## src/rtl/bp_pkg.sv

```systemverilog
// BytePipe shared definitions: bus widths, legal nBytes encodings, reply codes
// and the registered downstream request packet.
package bp_pkg;

   localparam int BP_ADDR_W = 64;
   localparam int BP_DATA_W = 64;
   localparam int BP_NB_W   = 4;

   localparam logic [BP_NB_W-1:0] BP_NB_1 = 4'd1;
   localparam logic [BP_NB_W-1:0] BP_NB_2 = 4'd2;
   localparam logic [BP_NB_W-1:0] BP_NB_4 = 4'd4;
   localparam logic [BP_NB_W-1:0] BP_NB_8 = 4'd8;

   typedef enum logic [1:0] {
      BP_RESP_OKAY   = 2'd0,
      BP_RESP_EXOKAY = 2'd1,
      BP_RESP_SLVERR = 2'd2,
      BP_RESP_DECERR = 2'd3
   } bp_resp_e;

   typedef struct packed {
      logic                 rnw;
      logic                 incr;
      logic                 prev;
      logic [BP_NB_W-1:0]   nbytes;
      logic [BP_ADDR_W-1:0] addr;
      logic [BP_DATA_W-1:0] data;
   } bp_pkt_t;

   function automatic logic bp_nbytes_legal(input logic [BP_NB_W-1:0] nb);
      return (nb == BP_NB_1) || (nb == BP_NB_2) || (nb == BP_NB_4) || (nb == BP_NB_8);
   endfunction

endpackage

```

## src/rtl/bp_owner_fifo.sv

```systemverilog
// In-order record of which requester owns each outstanding read.
// Zero-latency head; push ignored when full, pop ignored when empty; flags registered.
module bp_owner_fifo #(
   parameter int W     = 1,
   parameter int DEPTH = 4
) (
   input  logic         i_clk,
   input  logic         i_rst_n,
   input  logic         i_push,
   input  logic [W-1:0] i_push_dat,
   input  logic         i_pop,
   output logic [W-1:0] o_head_dat,
   output logic         o_full,
   output logic         o_empty
);

   localparam int PW = $clog2(DEPTH);
   localparam int CW = PW + 1;

   logic [W-1:0]  r_mem [DEPTH];
   logic [PW-1:0] r_wr_ptr;
   logic [PW-1:0] r_rd_ptr;
   logic [CW-1:0] r_cnt;
   logic          r_full;
   logic          r_empty;

   logic          w_do_push;
   logic          w_do_pop;
   logic [CW-1:0] w_cnt_nxt;

   assign w_do_push = i_push && !r_full;
   assign w_do_pop  = i_pop && !r_empty;
   assign w_cnt_nxt = r_cnt + CW'(w_do_push) - CW'(w_do_pop);

   always_ff @(posedge i_clk or negedge i_rst_n) begin
      if (!i_rst_n) begin
         r_wr_ptr <= '0;
         r_rd_ptr <= '0;
         r_cnt    <= '0;
         r_full   <= 1'b0;
         r_empty  <= 1'b1;
      end else begin
         if (w_do_push) r_wr_ptr <= r_wr_ptr + PW'(1);
         if (w_do_pop)  r_rd_ptr <= r_rd_ptr + PW'(1);
         r_cnt   <= w_cnt_nxt;
         r_full  <= (w_cnt_nxt == CW'(DEPTH));
         r_empty <= (w_cnt_nxt == '0);
      end
   end

   // Storage needs no reset: the empty flag guards every read of it.
   always_ff @(posedge i_clk) begin
      if (w_do_push) r_mem[r_wr_ptr] <= i_push_dat;
   end

   assign o_head_dat = r_mem[r_rd_ptr];
   assign o_full     = r_full;
   assign o_empty    = r_empty;

endmodule

```

## src/rtl/bp_req_arbiter.sv

```systemverilog
// Round-robin share of one BytePipe request port among N_REQ sources; accept in T, o_dn_valid in T+1.
// Output stage holds under !i_dn_ready; reads stall when OUTSTANDING owners are recorded; replies routed in order.
module bp_req_arbiter
   import bp_pkg::*;
#(
   parameter int N_REQ       = 2,
   parameter int OUTSTANDING = 4
) (
   input  logic                       i_clk,
   input  logic                       i_rst_n,
   input  logic [N_REQ-1:0]           i_req_valid,
   output logic [N_REQ-1:0]           o_req_ready,
   input  logic [N_REQ-1:0]           i_req_readNotWrite,
   input  logic [N_REQ-1:0]           i_req_incrAddr,
   input  logic [N_REQ-1:0]           i_req_prevAddr,
   input  logic [BP_NB_W*N_REQ-1:0]   i_req_nBytes,
   input  logic [BP_ADDR_W*N_REQ-1:0] i_req_addr,
   input  logic [BP_DATA_W*N_REQ-1:0] i_req_data,
   output logic                       o_dn_valid,
   input  logic                       i_dn_ready,
   output logic                       o_dn_readNotWrite,
   output logic                       o_dn_incrAddr,
   output logic                       o_dn_prevAddr,
   output logic [BP_NB_W-1:0]         o_dn_nBytes,
   output logic [BP_ADDR_W-1:0]       o_dn_addr,
   output logic [BP_DATA_W-1:0]       o_dn_data,
   input  logic                       i_up_valid,
   output logic                       o_up_ready,
   input  logic [BP_DATA_W-1:0]       i_up_data,
   input  logic [1:0]                 i_up_resp,
   output logic [N_REQ-1:0]           o_rep_valid,
   input  logic [N_REQ-1:0]           i_rep_ready,
   output logic [BP_DATA_W-1:0]       o_rep_data,
   output logic [1:0]                 o_rep_resp,
   output logic                       o_orphanRep
);

   localparam int IDX_W = $clog2(N_REQ);

   // Cyclic first-eligible search starting at ptr; MSB of the result flags a winner.
   function automatic logic [IDX_W:0] rr_pick(input logic [N_REQ-1:0] elig,
                                              input logic [IDX_W-1:0] ptr);
      logic [IDX_W:0] res;
      int             j;
      res = '0;
      for (int k = N_REQ - 1; k >= 0; k--) begin
         j = (int'(ptr) + k) % N_REQ;
         if (elig[j]) res = {1'b1, IDX_W'(j)};
      end
      return res;
   endfunction

   logic [BP_NB_W-1:0]   w_nb_a   [N_REQ];
   logic [BP_ADDR_W-1:0] w_addr_a [N_REQ];
   logic [BP_DATA_W-1:0] w_data_a [N_REQ];

   for (genvar g = 0; g < N_REQ; g++) begin : g_unpack
      assign w_nb_a[g]   = i_req_nBytes[g*BP_NB_W +: BP_NB_W];
      assign w_addr_a[g] = i_req_addr[g*BP_ADDR_W +: BP_ADDR_W];
      assign w_data_a[g] = i_req_data[g*BP_DATA_W +: BP_DATA_W];
   end

   bp_pkt_t              r_dn;
   logic                 r_dn_valid;
   logic [IDX_W-1:0]     r_rr_ptr;
   logic                 r_last_vld;
   logic [IDX_W-1:0]     r_last_owner;
   logic [BP_ADDR_W-1:0] r_shadow [N_REQ];
   logic                 r_orphan;

   logic [N_REQ-1:0]     w_elig;
   logic [IDX_W:0]       w_pick;
   logic                 w_pick_vld;
   logic [IDX_W-1:0]     w_idx;
   logic                 w_load;
   logic                 w_accept;
   bp_pkt_t              w_sel;
   bp_pkt_t              w_dn_nxt;
   logic                 w_rewrite;
   logic [BP_ADDR_W-1:0] w_eff;
   logic [BP_ADDR_W-1:0] w_shadow_nxt;
   logic [IDX_W-1:0]     w_rr_nxt;
   logic                 w_fifo_full;
   logic                 w_fifo_empty;
   logic [IDX_W-1:0]     w_head;
   logic                 w_pop;

   always_comb begin
      w_elig = '0;
      for (int i = 0; i < N_REQ; i++)
         w_elig[i] = i_req_valid[i] && !(i_req_readNotWrite[i] && w_fifo_full);
   end

   assign w_pick     = rr_pick(w_elig, r_rr_ptr);
   assign w_pick_vld = w_pick[IDX_W];
   assign w_idx      = w_pick[IDX_W-1:0];
   assign w_load     = !r_dn_valid || i_dn_ready;
   assign w_accept   = i_rst_n && w_load && w_pick_vld;

   always_comb begin
      w_sel.rnw    = i_req_readNotWrite[w_idx];
      w_sel.incr   = i_req_incrAddr[w_idx];
      w_sel.prev   = i_req_prevAddr[w_idx];
      w_sel.nbytes = w_nb_a[w_idx];
      w_sel.addr   = w_addr_a[w_idx];
      w_sel.data   = w_data_a[w_idx];
   end

   // Downstream only remembers the last address it saw, so prevAddr from a
   // different owner must be replaced by that requester's own shadow address.
   assign w_rewrite    = w_sel.prev && (!r_last_vld || (r_last_owner != w_idx));
   assign w_eff        = w_sel.prev ? r_shadow[w_idx] : w_sel.addr;
   assign w_shadow_nxt = w_sel.incr ? (w_eff + {{(BP_ADDR_W-BP_NB_W){1'b0}}, w_sel.nbytes})
                                    : w_eff;
   assign w_rr_nxt     = (w_idx == IDX_W'(N_REQ - 1)) ? '0 : (w_idx + IDX_W'(1));

   always_comb begin
      w_dn_nxt = w_sel;
      if (w_rewrite) begin
         w_dn_nxt.prev = 1'b0;
         w_dn_nxt.addr = r_shadow[w_idx];
      end
   end

   always_ff @(posedge i_clk or negedge i_rst_n) begin
      if (!i_rst_n) begin
         r_dn         <= '0;
         r_dn_valid   <= 1'b0;
         r_rr_ptr     <= '0;
         r_last_vld   <= 1'b0;
         r_last_owner <= '0;
         r_orphan     <= 1'b0;
         for (int i = 0; i < N_REQ; i++) r_shadow[i] <= '0;
      end else begin
         if (w_load) begin
            r_dn_valid <= w_accept;
            if (w_accept) begin
               r_dn              <= w_dn_nxt;
               r_rr_ptr          <= w_rr_nxt;
               r_last_vld        <= 1'b1;
               r_last_owner      <= w_idx;
               r_shadow[w_idx]   <= w_shadow_nxt;
            end
         end
         if (i_up_valid && w_fifo_empty) r_orphan <= 1'b1;
      end
   end

   always_comb begin
      o_req_ready = '0;
      if (w_accept) o_req_ready[w_idx] = 1'b1;
   end

   bp_owner_fifo #(
      .W     (IDX_W),
      .DEPTH (OUTSTANDING)
   ) u_owner_fifo (
      .i_clk      (i_clk),
      .i_rst_n    (i_rst_n),
      .i_push     (w_accept && w_sel.rnw),
      .i_push_dat (w_idx),
      .i_pop      (w_pop),
      .o_head_dat (w_head),
      .o_full     (w_fifo_full),
      .o_empty    (w_fifo_empty)
   );

   // Reply path is pure wiring; with nothing outstanding the reply is swallowed.
   always_comb begin
      o_rep_valid = '0;
      o_up_ready  = 1'b1;
      w_pop       = 1'b0;
      if (!w_fifo_empty) begin
         o_rep_valid[w_head] = i_up_valid;
         o_up_ready          = i_rep_ready[w_head];
         w_pop               = i_up_valid && i_rep_ready[w_head];
      end
   end

   assign o_rep_data        = i_up_data;
   assign o_rep_resp        = i_up_resp;
   assign o_orphanRep       = r_orphan;

   assign o_dn_valid        = r_dn_valid;
   assign o_dn_readNotWrite = r_dn.rnw;
   assign o_dn_incrAddr     = r_dn.incr;
   assign o_dn_prevAddr     = r_dn.prev;
   assign o_dn_nBytes       = r_dn.nbytes;
   assign o_dn_addr         = r_dn.addr;
   assign o_dn_data         = r_dn.data;

endmodule

```

## config.mk

```make
export PLATFORM = sky130hd
export DESIGN_NAME = bp_req_arbiter
export DESIGN_NICKNAME = d
export VERILOG_FILES = /design/src/rtl/bp_pkg.sv /design/src/rtl/bp_owner_fifo.sv /design/src/rtl/bp_req_arbiter.sv
export SDC_FILE = /design/constraint.sdc
export NUM_CORES = 1
export LEC_CHECK = 0
export CAP_MARGIN = 20
export CORE_AREA = 2 2 217 219
export DETAILED_ROUTE_END_ITERATION = 16
export DIE_AREA = 0 0 219 221
export HOLD_SLACK_MARGIN = 0.06
export PLACE_DENSITY = 0.7
export SKIP_CTS_REPAIR_TIMING = 1
export SYNTH_ARGS = -nofsm -noshare
export SYNTH_HDL_FRONTEND = slang
export SYNTH_SLANG_ARGS = --single-unit
```

## constraint.sdc

```tcl
create_clock -name i_clk -period 6.9 [get_ports i_clk]
set_input_delay 1.38 -clock i_clk [delete_from_list [all_inputs] [get_ports i_clk]]
set_output_delay 1.38 -clock i_clk [all_outputs]
set_load 0.005 [all_outputs]
```

# Word-level counts from Yosys, hierarchy flattened
# Memories as Yosys holds them, arrays and structs flattened.
# Cells that the tools add are included.
[word_totals]
inputBits = 344
word_cells = 109
memories = 1
ff_bits = 277
ram_bits = 4
latch_bits = 0
romBits = 0
[memory_table]
columns = ["name", "words", "width", "read_ports", "rd_ports_with_merged_regs", "write_ports", "line_no", "rtl"]
rows = [
  ["u_owner_fifo.r_mem", 4, 1, 1, 0, 1, "bp_owner_fifo.sv:20", "logic [W-1:0] r_mem [DEPTH];"],
]
[classes]
div_mod_pow = 0
muxes = 45
magnitude_cmp = 8
n_eq_ne = 2
bitwise = 3
shifts = 0
n_mul = 0
reduce_logical = 25
addsub = 7
[ops]
columns = ["operator", "count"]
rows = [
  ["2-to-1 mux 64 bit", 13],
  ["bitwise mux 128 bit", 1],
  ["adder 64 x 4 -> 64 bit", 1],
  ["demux 64 bit (select 1 bit)", 1],
  ["2-to-1 mux 1 bit", 21],
  ["logical AND 1 bit", 15],
  ["2-to-1 mux 4 bit", 3],
  ["2-to-1 mux 2 bit", 4],
  ["logical NOT 1 bit", 6],
  ["< comparator 1 x 2 -> 1 bit, second input constant", 3],
  ["adder 2 x 1 -> 2 bit, second input constant", 2],
  ["adder 3 x 1 -> 3 bit", 1],
  ["equality test 3 bit, second input constant", 1],
  ["logical NOT 3 bit", 1],
  ["< comparator 2 x 3 -> 1 bit, second input constant", 1],
  ["subtractor 3 x 1 -> 3 bit", 1],
  ["adder 1 bit, second input constant", 2],
  ["AND 2 bit", 1],
  ["demux 1 bit (select 1 bit)", 2],
  [">= comparator 1 bit, second input constant", 2],
  [">= comparator 2 bit, second input constant", 1],
  ["logical OR 1 bit", 2],
  ["< comparator 2 x 1 -> 1 bit, second input constant", 1],
  ["inverter 1 -> 2 bit", 1],
  ["3 further kinds", 3],
]

# Longest topological paths before layout
# Gate-level depths: netlist (run 1).
[depth]
ltp_word = 16
mapped_depth = 25
mapped_depth_nobuf = 16

# Modules after synthesis
# A second synthesis (run 1) with hierarchy kept.
[hier_totals]
hier_cells = 2229
hier_area_um2 = 18989.5
[by_module_without_submodules]
columns = ["module", "n_inst", "cells_per_inst", "area_each_um2", "seq_area_each_um2"]
rows = [
  ["bp_req_arbiter", 1, 2188, 18372.6, 6706.4],
  ["bp_owner_fifo", 1, 41, 616.8, 346.6],
]

# Worst setup path after synthesis (run 1)
# OpenSTA, ideal clock, no wires.
[synth_timing]
path_type = "input port to flip-flop"
startpoint = "input i_req_valid[1]"
endpoint = "register r_shadow[106] (netlist bit)"
path_slack_ps = 547
path_stages = 25
t_arrival_ps = 6259
required_ps = 6806
cell_sequence = "a21boi_1 -> o21ai_4 -> inv_2 -> buf_6 -> buf_4 -> buf_2 -> buf_2 -> buf_2 -> buf_2 -> clkbuf_1 -> clkbuf_1 -> nand2_1 -> nand2_1 -> ha_1 -> inv_1 -> fa_1 -> nor2b_1 -> o21ai_0 -> nand2b_1 -> nand2_1 -> or4_4 -> buf_6 -> nor4_4 -> xnor2_1 -> a221oi_2"
[synth_lines]
columns = ["element", "line_no", "rtl"]
rows = [
  ["start: declaration", "bp_req_arbiter.sv:11", "input logic [N_REQ-1:0] i_req_valid,"],
  ["end signal: indexed assignment", "bp_req_arbiter.sv:142", "r_shadow[w_idx] <= w_shadow_nxt;"],
  ["end: declaration", "bp_req_arbiter.sv:68", "logic [BP_ADDR_W-1:0] r_shadow [N_REQ];"],
]

# Worst setup path after layout (run 1)
[layout_timing]
startpoint = "input i_req_valid[1]"
endpoint = "output o_req_ready[1]"
[layout_between]
elab_chain_len = 11
elab_cells_between_ends = 15
classes_between = "order compare (2); mux (10); reduce/logical (3)"
[layout_rtl]
columns = ["element", "line_no", "rtl"]
rows = [
  ["logical AND 1 bit (*)", "bp_req_arbiter.sv:91", "w_elig[i] = i_req_valid[i] && !(i_req_readNotWrite[i] && w_fifo_full);"],
  ["2-to-1 mux 1 bit (implied by the code) (3 in a row)", "bp_req_arbiter.sv:48", "if (elig[j]) res = {1'b1, IDX_W'(j)};"],
  ["2-to-1 mux 2 bit", "bp_req_arbiter.sv:48", ""],
  ["2-to-1 mux 2 bit (*)", "bp_req_arbiter.sv:48", ""],
  ["< comparator 1 x 2 -> 1 bit (implied by the code) or >= comparator 1 bit (tied branches)", "bp_req_arbiter.sv:151", "if (w_accept) o_req_ready[w_idx] = 1'b1;"],
  ["logical AND 1 bit (implied by the code)", "bp_req_arbiter.sv:151", ""],
  ["2-to-1 mux 1 bit (implied by the code)", "bp_req_arbiter.sv:151", ""],
  ["demux 1 bit (select 1 bit)", "bp_req_arbiter.sv:151", ""],
  ["2-to-1 mux 2 bit (*)", "bp_req_arbiter.sv:151", ""],
  ["end: declaration", "bp_req_arbiter.sv:12", "output logic [N_REQ-1:0] o_req_ready,"],
]
# Every way passes the cells marked *; elsewhere a longest branch is shown, timed or not. The select of a mux whose other input is x is not followed.

==> impl_table.tex, run 1 <==
\begin{tabular}{lr}
\hline
Metric & Value \\
\hline
\multicolumn{2}{l}{\textbf{Global route}} \\
\quad Initial antenna violation count & 4 \\
\quad Total routing usage reported by global routing & 0.284 \\
\quad Largest net degree at the start of global routing & 135 \\
\quad Remaining Overflow, GRT & 0 \\
\quad Vias in the first global route & 18340 \\
\quad Wire length of the first global-routing pass & 108000 um \\
\multicolumn{2}{l}{\textbf{Route}} \\
\quad Routed wire length & 71200 um \\
\quad Post-detailed-route via-to-cell ratio & 5.71 \\
\quad Met3 wire len & 6570 um \\
\quad Violation count after the first detailed-routing iteration & 1933 \\
\quad Highest signal layer in the routed design & met5 \\
\quad Final antenna-violating net count & 0 \\
\quad DR pass1 iterations & 6 \\
\quad Remaining DRCs & 0 \\
\quad Via Count & 18888 \\
\quad Routed length on met1 & 28200 um \\
\quad Post-DR wirelength/cell & approximately 22 um \\
\quad Met2 wire length & 33700 um \\
\multicolumn{2}{l}{\textbf{Setup path}} \\
\quad Critical setup path kind & input port to output pin \\
\quad Critical-path cell with the highest stage delay & sky130\_fd\_sc\_hd\_\_clkdlybuf4s50\_1 \\
\quad Crit-path leading delay family & buffers and inverters \\
\quad Critical path cell sequence & clkdlybuf4s50\_1 -> a21boi\_1 -> o21ai\_4 -> inv\_6 -> buf\_12 -> nand2\_4 -> inv\_1 -> clkdlybuf4s50\_1 \\
\quad Most used cell along the critical path & sky130\_fd\_sc\_hd\_\_clkdlybuf4s50\_1 \\
\quad Stage delay of the slowest cell on the critical path & roughly 0.50 ns \\
\quad Required arrival time at the worst endpoint & 5.52 ns \\
\quad CP bufs+invs & 5 \\
\quad Nature of the critical path endpoint & output pin \\
\quad Data arrival time of the critical path & 4.18 ns \\
\quad Critical Path Start Type & input port \\
\quad Maximum net fanout on the critical path & 111 \\
\multicolumn{2}{l}{\textbf{Power}} \\
\quad Maximum vdd drop & about 170 uV \\
\quad Internal power consumption & 4.73 mW \\
\quad Total chip power & around 7.5 mW \\
\quad Lkg Pwr & 10.1 nW \\
\quad Net switching power figure & 2.78 mW \\
\quad Power density over the cells & 311 nW/um\^{}2 \\
\quad Relative contribution of sequential cells to total power & 0.357 \\
\quad Switching portion of total power & 0.370 \\
\quad Part of the power in the clock network & 0.270 \\
\quad Share of power burned in combinational logic & 0.373 \\
\multicolumn{2}{l}{\textbf{Clocking}} \\
\quad Number of buffers created by CTS & 37 \\
\quad Source-to-sink clock delay at the later pin of the worst-skew pair & around 0.56 ns \\
\quad Clock Tree Buf Depth & 3 \\
\quad H-tree levels & 2 \\
\quad CTS tree & yes \\
\quad Clock sink count & 281 \\
\quad CTS root buffer & sky130\_fd\_sc\_hd\_\_clkbuf\_16 \\
\quad Clk pin slew, worst setup/hold paths & 0.05 ns \\
\multicolumn{2}{l}{\textbf{Timing}} \\
\quad Setup Viol. Count Final & 0 \\
\quad RSZ-0062 raised after global routing & false \\
\quad Transition time of the tightest slew-check pin & slightly above 1 ns \\
\quad Fmax & 0.180 GHz \\
\quad Minimum clock period after layout & 5.56 ns \\
\quad Slew Limit Fails & 0 \\
\quad Sum of negative setup slack & 0 ns \\
\quad Worst Clk Skew & 0.0241 ns \\
\quad Number of failing hold endpoints at the final stage & 0 \\
\quad Headroom to the max-slew limit & 0.312 \\
\quad Period utilization & 0.806 \\
\quad Final worst slack & 1.34 ns \\
\multicolumn{2}{l}{\textbf{Logic synthesis}} \\
\quad Most used flip-flop cell after synthesis & sky130\_fd\_sc\_hd\_\_dfrtp\_1 \\
\quad Post-synthesis async set-or-reset flop share & 0.986 \\
\quad Seq cells post-synth & roughly 280 \\
\quad Unique masters post-synth & 80 \\
\quad Mapped Nets & 2768 \\
\quad Cell area after synthesis & 18700 um\^{}2 \\
\quad Post-synthesis sequential area ratio & 0.377 \\
\quad Number of warnings printed during yosys synthesis & 0 \\
\quad Mean cell area of the mapped netlist & 7.75 um\^{}2 \\
\quad Number of enable-type register cells in the synthesized netlist & 4 \\
\quad Cell count after synthesis & 2412 \\
\multicolumn{2}{l}{\textbf{Place}} \\
\quad Setup slack after placement & 0.762 ns \\
\quad Total of buffers placed on input and output ports & 419 \\
\quad Half-perimeter wire length of the detailed placement result & 50300 um \\
\quad Placed inst area & 22800 um\^{}2 \\
\quad Final weighted congestion in routability-driven placement & around 0.94 \\
\quad Inst Count DP & 3239 \\
\multicolumn{2}{l}{\textbf{Die}} \\
\quad Row count & a little under 80 \\
\quad Die area & approximately 48000 um\^{}2 \\
\quad Effective utilization at floorplan & 0.406 \\
\quad Die span in x & 219 um \\
\quad Core area & between 40000 and 50000 um\^{}2 \\
\quad Boundary pin count & roughly 550 \\
\quad Height of the chip & between 200 and 250 um \\
\multicolumn{2}{l}{\textbf{Final layout}} \\
\quad Post-layout net count & just over 3000 \\
\quad Relative area change from synthesis to final layout & 29.0\% \\
\quad Layout Cell Area excl Fill & 24100 um\^{}2 \\
\quad Fraction of final layout cells with drive strength greater than 1 & 0.0548 \\
\quad Non-filler instance count after layout & between 3000 and 4000 \\
\multicolumn{2}{l}{\textbf{Min path}} \\
\quad Min-delay worst type & register to register \\
\multicolumn{2}{l}{\textbf{Run}} \\
\quad Max cap viols & 0 \\
\multicolumn{2}{l}{\textbf{Run status}} \\
\quad Status & complete, no violations \\
\hline
\end{tabular}
-- layout by cell type (no fill, tap or decap), types with 5 or more instances in the layout --
cell and count:
sky130_fd_sc_hd__nand2_1 710, sky130_fd_sc_hd__clkdlybuf4s50_1 416, sky130_fd_sc_hd__dfrtp_1 276, sky130_fd_sc_hd__o21ai_0 190, sky130_fd_sc_hd__nand3_1 184, sky130_fd_sc_hd__nor2_1 121, sky130_fd_sc_hd__mux2i_1 105, sky130_fd_sc_hd__a31oi_1 70
sky130_fd_sc_hd__xnor2_1 56, sky130_fd_sc_hd__a21oi_1 51, sky130_fd_sc_hd__clkbuf_16 39, sky130_fd_sc_hd__xor2_1 35, sky130_fd_sc_hd__buf_4 33, sky130_fd_sc_hd__a211oi_1 27, sky130_fd_sc_hd__nor2b_1 24, sky130_fd_sc_hd__nor3_1 24
sky130_fd_sc_hd__inv_1 19, sky130_fd_sc_hd__mux2_2 17, sky130_fd_sc_hd__nand4_1 17, sky130_fd_sc_hd__or3_1 17, sky130_fd_sc_hd__nand2b_1 16, sky130_fd_sc_hd__nor4_1 16, sky130_fd_sc_hd__a221o_1 16, sky130_fd_sc_hd__and3_1 15
sky130_fd_sc_hd__and2_1 13, sky130_fd_sc_hd__o22ai_1 12, sky130_fd_sc_hd__o211ai_1 11, sky130_fd_sc_hd__a221oi_1 10, sky130_fd_sc_hd__ha_1 10, sky130_fd_sc_hd__nand3b_1 9, sky130_fd_sc_hd__clkbuf_1 8, sky130_fd_sc_hd__clkbuf_8 8
sky130_fd_sc_hd__a32oi_1 7, sky130_fd_sc_hd__and4_1 6, sky130_fd_sc_hd__clkinv_2 6, sky130_fd_sc_hd__o221ai_1 5, sky130_fd_sc_hd__or2_2 5
-- sequential cells by signal (all words and copies together) (netlist names), 2 cells and up --
signal and flops:
o_dn_addr 64, o_dn_nBytes 4, u_owner_fifo.r_cnt 3, o_dn_data 64, u_owner_fifo.r_rd_ptr 2, u_owner_fifo.r_wr_ptr 2, u_owner_fifo.r_mem 4, r_shadow 128
-- Yosys cell counts, types with 19 or more instances --
master | n | area (um^2)
sky130_fd_sc_hd__inv_1 | 19 | 71.3
sky130_fd_sc_hd__mux2i_1 | 106 | 1060
sky130_fd_sc_hd__buf_4 | 68 | 510
sky130_fd_sc_hd__buf_2 | 20 | 100
sky130_fd_sc_hd__nor3_1 | 24 | 120
sky130_fd_sc_hd__a211oi_1 | 27 | 203
sky130_fd_sc_hd__buf_1 | 21 | 78.8
sky130_fd_sc_hd__xor2_1 | 35 | 307
sky130_fd_sc_hd__nand3_1 | 184 | 921
sky130_fd_sc_hd__xnor2_1 | 56 | 490
sky130_fd_sc_hd__nor2b_1 | 25 | 156
sky130_fd_sc_hd__o21ai_0 | 190 | 951
sky130_fd_sc_hd__nand2_1 | 712 | 2670
sky130_fd_sc_hd__nor2_1 | 121 | 454
sky130_fd_sc_hd__dfrtp_1 | 276 | 6910
sky130_fd_sc_hd__clkbuf_1 | 123 | 462
sky130_fd_sc_hd__a31oi_1 | 70 | 438
sky130_fd_sc_hd__a21oi_1 | 52 | 260
-- cells by family after synthesis --
group / count (synthesis) / share of synthesized area
AND/OR/NAND/NOR: 1206 / 0.286
flip-flops: 281 / 0.377
adder cells (fa/ha/maj): 12 / 0.00883
XOR/XNOR: 91 / 0.0426
AO/OA/AOI/OAI: 443 / 0.150
buffers and inverters: 255 / 0.0670
multiplexers: 124 / 0.0682
-- metrics by stage --
step	hold slack, ns	utilization
final	0.462	0.524
after global routing	0.484	0.523
after CTS	0.463	0.523
after detailed placement	0.450	0.496
after global placement	0.439	0.496
after floorplan	0.451	-
-- metal layers --
| metal | up-vias | track usage |
|---|---|---|
| met4 | 4 | 0.116 |
| met5 | - | 0.00505 |
| li1 | 8775 | - |
| met2 | 986 | 0.468 |
| met3 | 152 | 0.0709 |
| met1 | 8971 | 0.354 |
-- power groups by stage --
stage	Combinational [mW]	Clock (mW)	Sequential, mW
after CTS	2.81	2.06	2.67
after floorplan	1.52	0	2.59
final	2.80	2.02	2.68
after global routing	3.09	2.12	2.75
after detailed placement	2.79	0	2.69
after global placement	2.73	0	2.67
-- final cells by class --
type                    instances  area [um^2]
inverters                      21         83.8
fillers                      4382        21900
multi-input cells            1876        10400
well taps                     607          759
flip-flops and latches        281         7050
diodes                          4         10.0
clock buffers                  55         1120
repair buffers                454         4510
clock inverters                12          144
-- final timing paths --
check	startpoint	endpoint	slack, ns	cells after the start
setup / recovery	i_req_valid[1]	o_req_ready[1]	1.34	8
hold / removal	o_orphanRep	o_orphanRep	0.46	1
setup reg to reg	u_owner_fifo.o_full	r_shadow[50]	2.25	16
hold reg to reg	o_orphanRep	o_orphanRep	0.46	1
max in group asynchronous	i_rst_n	u_owner_fifo.r_wr_ptr[0]	4.07	3
min in group asynchronous	i_rst_n	o_orphanRep	0.80	1
Note: power is estimated with default switching activity, not from simulation.
==> run 2: changes to the inputs <==
--- a/config.mk
+++ b/config.mk
@@ -6,11 +6,11 @@
 export NUM_CORES = 1
 export LEC_CHECK = 0
 export CAP_MARGIN = 20
-export CORE_AREA = 2 2 217 219
+export CORE_AREA = 2 2 216 218
 export DETAILED_ROUTE_END_ITERATION = 16
-export DIE_AREA = 0 0 219 221
+export DIE_AREA = 0 0 218 220
 export HOLD_SLACK_MARGIN = 0.06
-export PLACE_DENSITY = 0.7
+export PLACE_DENSITY = 0.74
 export SKIP_CTS_REPAIR_TIMING = 1
 export SYNTH_ARGS = -nofsm -noshare
 export SYNTH_HDL_FRONTEND = slang
==> constraint.sdc (replaced) <==
create_clock -name i_clk -period 4.6 [get_ports i_clk]
set_input_delay 0.92 -clock i_clk [delete_from_list [all_inputs] [get_ports i_clk]]
set_output_delay 0.92 -clock i_clk [all_outputs]
set_load 0.005 [all_outputs]
==> run 2 against run 1 <==
  * Cell count is 2.5% higher
  * Non-clock buffer count rose by 89
  * Power rose by 50%
  * Clock skew fell by 0.0089 ns
  * Global-route usage up 1.1 points
  * Via count up 3.2%
  * Combinational power rose by 58%
  * Clock power grew 38%
  * Cell area increased by 3.5%
  * Sequential power up 50%
  * Critical path depth unchanged
  * Largest power group unchanged
  * Highest routed layer is now met4
==> impl_table.tex, run 2 (synthesized netlist as in run 1, its figures left out) <==
\begin{tabular}{lr}
\hline
Metric & Value \\
\hline
\multicolumn{2}{l}{\textbf{Run status}} \\
\quad Status & complete, no violations \\
\multicolumn{2}{l}{\textbf{Timing}} \\
\quad RSZ-0062 raised after global routing & false \\
\quad Final worst slack & 0.112 ns (-1.23 ns) \\
\quad Transition time of the tightest slew-check pin & 0.965 ns (-0.0573 ns) \\
\quad Minimum clock period after layout & 4.49 ns \\
\quad Slew Limit Fails & 0 (unchanged) \\
\quad Worst Clk Skew & 0.0152 ns (-0.00893 ns) \\
\quad Headroom to the max-slew limit & 0.357 (+0.0445) \\
\quad Sum of negative setup slack & 0 ns (unchanged) \\
\quad Period utilization & 0.976 \\
\quad Number of failing hold endpoints at the final stage & 0 (unchanged) \\
\quad Fmax & approximately 0.22 GHz \\
\quad Setup Viol. Count Final & 0 (unchanged) \\
\multicolumn{2}{l}{\textbf{Clocking}} \\
\quad H-tree levels & 2 (unchanged) \\
\quad Source-to-sink clock delay at the later pin of the worst-skew pair & 0.55 ns (about the same) \\
\quad Clock sink count & 281 (unchanged) \\
\quad CTS root buffer & sky130\_fd\_sc\_hd\_\_clkbuf\_16 \\
\quad Clk pin slew, worst setup/hold paths & 0.06 ns (about the same) \\
\quad Clock Tree Buf Depth & 3 (unchanged) \\
\quad CTS tree & yes \\
\quad Number of buffers created by CTS & 36 (-2.7\%) \\
\multicolumn{2}{l}{\textbf{Global route}} \\
\quad Wire length of the first global-routing pass & 110000 um (+1.4\%) \\
\quad Remaining Overflow, GRT & 0 (unchanged) \\
\quad Initial antenna violation count & 3 (-1) \\
\quad Total routing usage reported by global routing & 0.296 (+0.0114) \\
\quad Vias in the first global route & 18773 (+2.4\%) \\
\quad Largest net degree at the start of global routing & 143 (+5.9\%) \\
\multicolumn{2}{l}{\textbf{Setup path}} \\
\quad Critical setup path kind & input port to output pin \\
\quad Nature of the critical path endpoint & output pin \\
\quad Required arrival time at the worst endpoint & 3.68 ns (-1.84 ns) \\
\quad Maximum net fanout on the critical path & 110 (-0.90\%) \\
\quad Critical Path Start Type & input port \\
\quad Data arrival time of the critical path & 3.57 ns (-0.61 ns) \\
\multicolumn{2}{l}{\textbf{Route}} \\
\quad Violation count after the first detailed-routing iteration & 1930 (-0.16\%) \\
\quad Remaining DRCs & 0 (unchanged) \\
\quad Post-detailed-route via-to-cell ratio & 5.75 (+0.73\%) \\
\quad DR pass1 iterations & 6 (unchanged) \\
\quad Via Count & 19497 (+3.2\%) \\
\quad Routed wire length & 73200 um (+2.7\%) \\
\quad Final antenna-violating net count & 0 (unchanged) \\
\quad Post-DR wirelength/cell & 21.6 um (+0.26\%) \\
\multicolumn{2}{l}{\textbf{Power}} \\
\quad Power density over the cells & 451 nW/um\^{}2 (+45\%) \\
\quad Share of power burned in combinational logic & 0.393 (+0.020) \\
\quad Internal power consumption & 7.02 mW (+49\%) \\
\quad Relative contribution of sequential cells to total power & 0.359 (+0.002) \\
\quad Maximum vdd drop & 279 uV (+66\%) \\
\quad Net switching power figure & 4.23 mW (+52\%) \\
\quad Part of the power in the clock network & 0.248 (-0.022) \\
\quad Switching portion of total power & 0.376 (+0.00549) \\
\quad Lkg Pwr & 10.6 nW (+5.1\%) \\
\multicolumn{2}{l}{\textbf{Run}} \\
\quad Max cap viols & 0 (unchanged) \\
\multicolumn{2}{l}{\textbf{Final layout}} \\
\quad Most common library cell in the layout ignoring fill and taps & sky130\_fd\_sc\_hd\_\_nand2\_1 \\
\quad Post-layout net count & 3115 (+2.9\%) \\
\quad Layout Cell Area excl Fill & 25000 um\^{}2 (+3.5\%) \\
\quad Fill cell total of the finished layout & 4154 (-5.2\%) \\
\quad Flip-flop count of the largest register after layout & 128 (unchanged) \\
\quad Commonest non-fill, non-tap cells in the layout & sky130\_fd\_sc\_hd\_\_nand2\_1, sky130\_fd\_sc\_hd\_\_clkdlybuf4s50\_1, sky130\_fd\_sc\_hd\_\_dfrtp\_1, sky130\_fd\_sc\_hd\_\_o21ai\_0, sky130\_fd\_sc\_hd\_\_nand3\_1 \\
\quad Fraction of final layout cells with drive strength greater than 1 & 0.0956 (+0.0407) \\
\quad Register with the most flip-flops & r\_shadow \\
\quad Relative area change from synthesis to final layout & 33.6\% \\
\multicolumn{2}{l}{\textbf{Die}} \\
\quad Boundary pin count & 552 (unchanged) \\
\quad Effective utilization at floorplan & 0.408 (+0.00175) \\
\quad Core area & 45900 um\^{}2 (-0.43\%) \\
\quad Height of the chip & 220 um (-0.45\%) \\
\quad Die area & 48000 um\^{}2 (-0.91\%) \\
\quad Row count & 79 (unchanged) \\
\quad Die span in x & 218 um (-0.46\%) \\
\multicolumn{2}{l}{\textbf{Place}} \\
\quad Placed inst area & 23800 um\^{}2 (+4.3\%) \\
\quad Final weighted congestion in routability-driven placement & 0.941 (-0.12\%) \\
\quad Setup slack after placement & -0.301 ns (-1.06 ns) \\
\quad Total of buffers placed on input and output ports & 419 (unchanged) \\
\quad Half-perimeter wire length of the detailed placement result & 53000 um (+5.3\%) \\
\multicolumn{2}{l}{\textbf{Min path}} \\
\quad Min-delay worst type & input port to asynchronous set/reset pin \\
\hline
\end{tabular}
run 2: cell types whose count changed in the layout (fill, tap and decap cells not counted), moves of 6 or more:
cell | previous run | this run
sky130_fd_sc_hd__nor4_1 | 16 | 7
sky130_fd_sc_hd__nor3_1 | 24 | 18
sky130_fd_sc_hd__buf_4 | 33 | 114
sky130_fd_sc_hd__buf_12 | 4 | 12
sky130_fd_sc_hd__clkinv_2 | 6 | 12
sky130_fd_sc_hd__nor4_2 | 1 | 7
run 2: layer usage:
| layer | routed length [um] | up-vias | track usage |
|---|---|---|---|
| li1 | - | 8966 | - |
| met1 | 28300 | 9296 | 0.362 |
| met2 | 35300 | 1071 | 0.499 |
| met3 | 6550 | 164 | 0.0627 |
| met4 | 3090 | 0 | 0.135 |
| met5 | 0 | - | 0 |
run 2: path summary, 6_finish.rpt:
| check | from | endpoint | slack [ns] | cells past startpoint |
|---|---|---|---|---|
| max | i_req_valid[0] | o_req_ready[0] | 0.11 | 8 |
| min | i_rst_n | o_dn_data[24] | 0.22 | 1 |
| max reg2reg | u_owner_fifo.o_full | r_shadow[116] | 0.60 | 15 |
| min reg2reg | o_dn_nBytes[2] | o_dn_nBytes[2] | 0.47 | 2 |
| max in group asynchronous | i_rst_n | r_shadow[29] | 2.29 | 3 |
| min in group i_clk | o_dn_nBytes[2] | o_dn_nBytes[2] | 0.47 | 2 |
run 2: area by class of cell:
class,instances,area [um^2],area share
tap,607,759,0.0304
clock buffer,44,992,0.0397
timing repair buffer,543,5280,0.211
clock inverter,18,150,0.00601
sequential,281,7050,0.282
multi-input combinational,1876,10700,0.427
antenna,2,5.00,0.000200
inverter,21,83.8,0.00336
run 2: power groups by stage:
stage / Sequential, mW / Clock (mW) / Combinational, mW
after floorplan: 3.89 / 0 / 2.34
after global placement: 4.01 / 0 / 4.30
after detailed placement: 4.04 / 0 / 4.41
after CTS: 4.01 / 2.85 / 4.43
after global routing: 4.14 / 2.95 / 4.86
final: 4.03 / 2.79 / 4.42
run 2: worst max-delay path, stage by stage:
cell	delay [ns]
sky130_fd_sc_hd__clkdlybuf4s50_1	0.48
sky130_fd_sc_hd__a21bo_2	0.26
sky130_fd_sc_hd__o21ai_4	0.27
sky130_fd_sc_hd__buf_4	0.33
sky130_fd_sc_hd__buf_12	0.39
sky130_fd_sc_hd__nand2_4	0.07
sky130_fd_sc_hd__clkinv_1	0.10
sky130_fd_sc_hd__clkdlybuf4s50_1	0.51
run 2: per-stage QoR:
stage	instances	hold slack, ns	util	power [mW]
floorplan	2412	0.451	-	6.22
global placement	3328	0.445	0.519	8.31
detailed placement	3328	0.463	0.519	8.45
CTS	3390	0.220	0.544	11.3
global route	3392	0.219	0.544	11.9
finish	3392	0.224	0.544	11.2
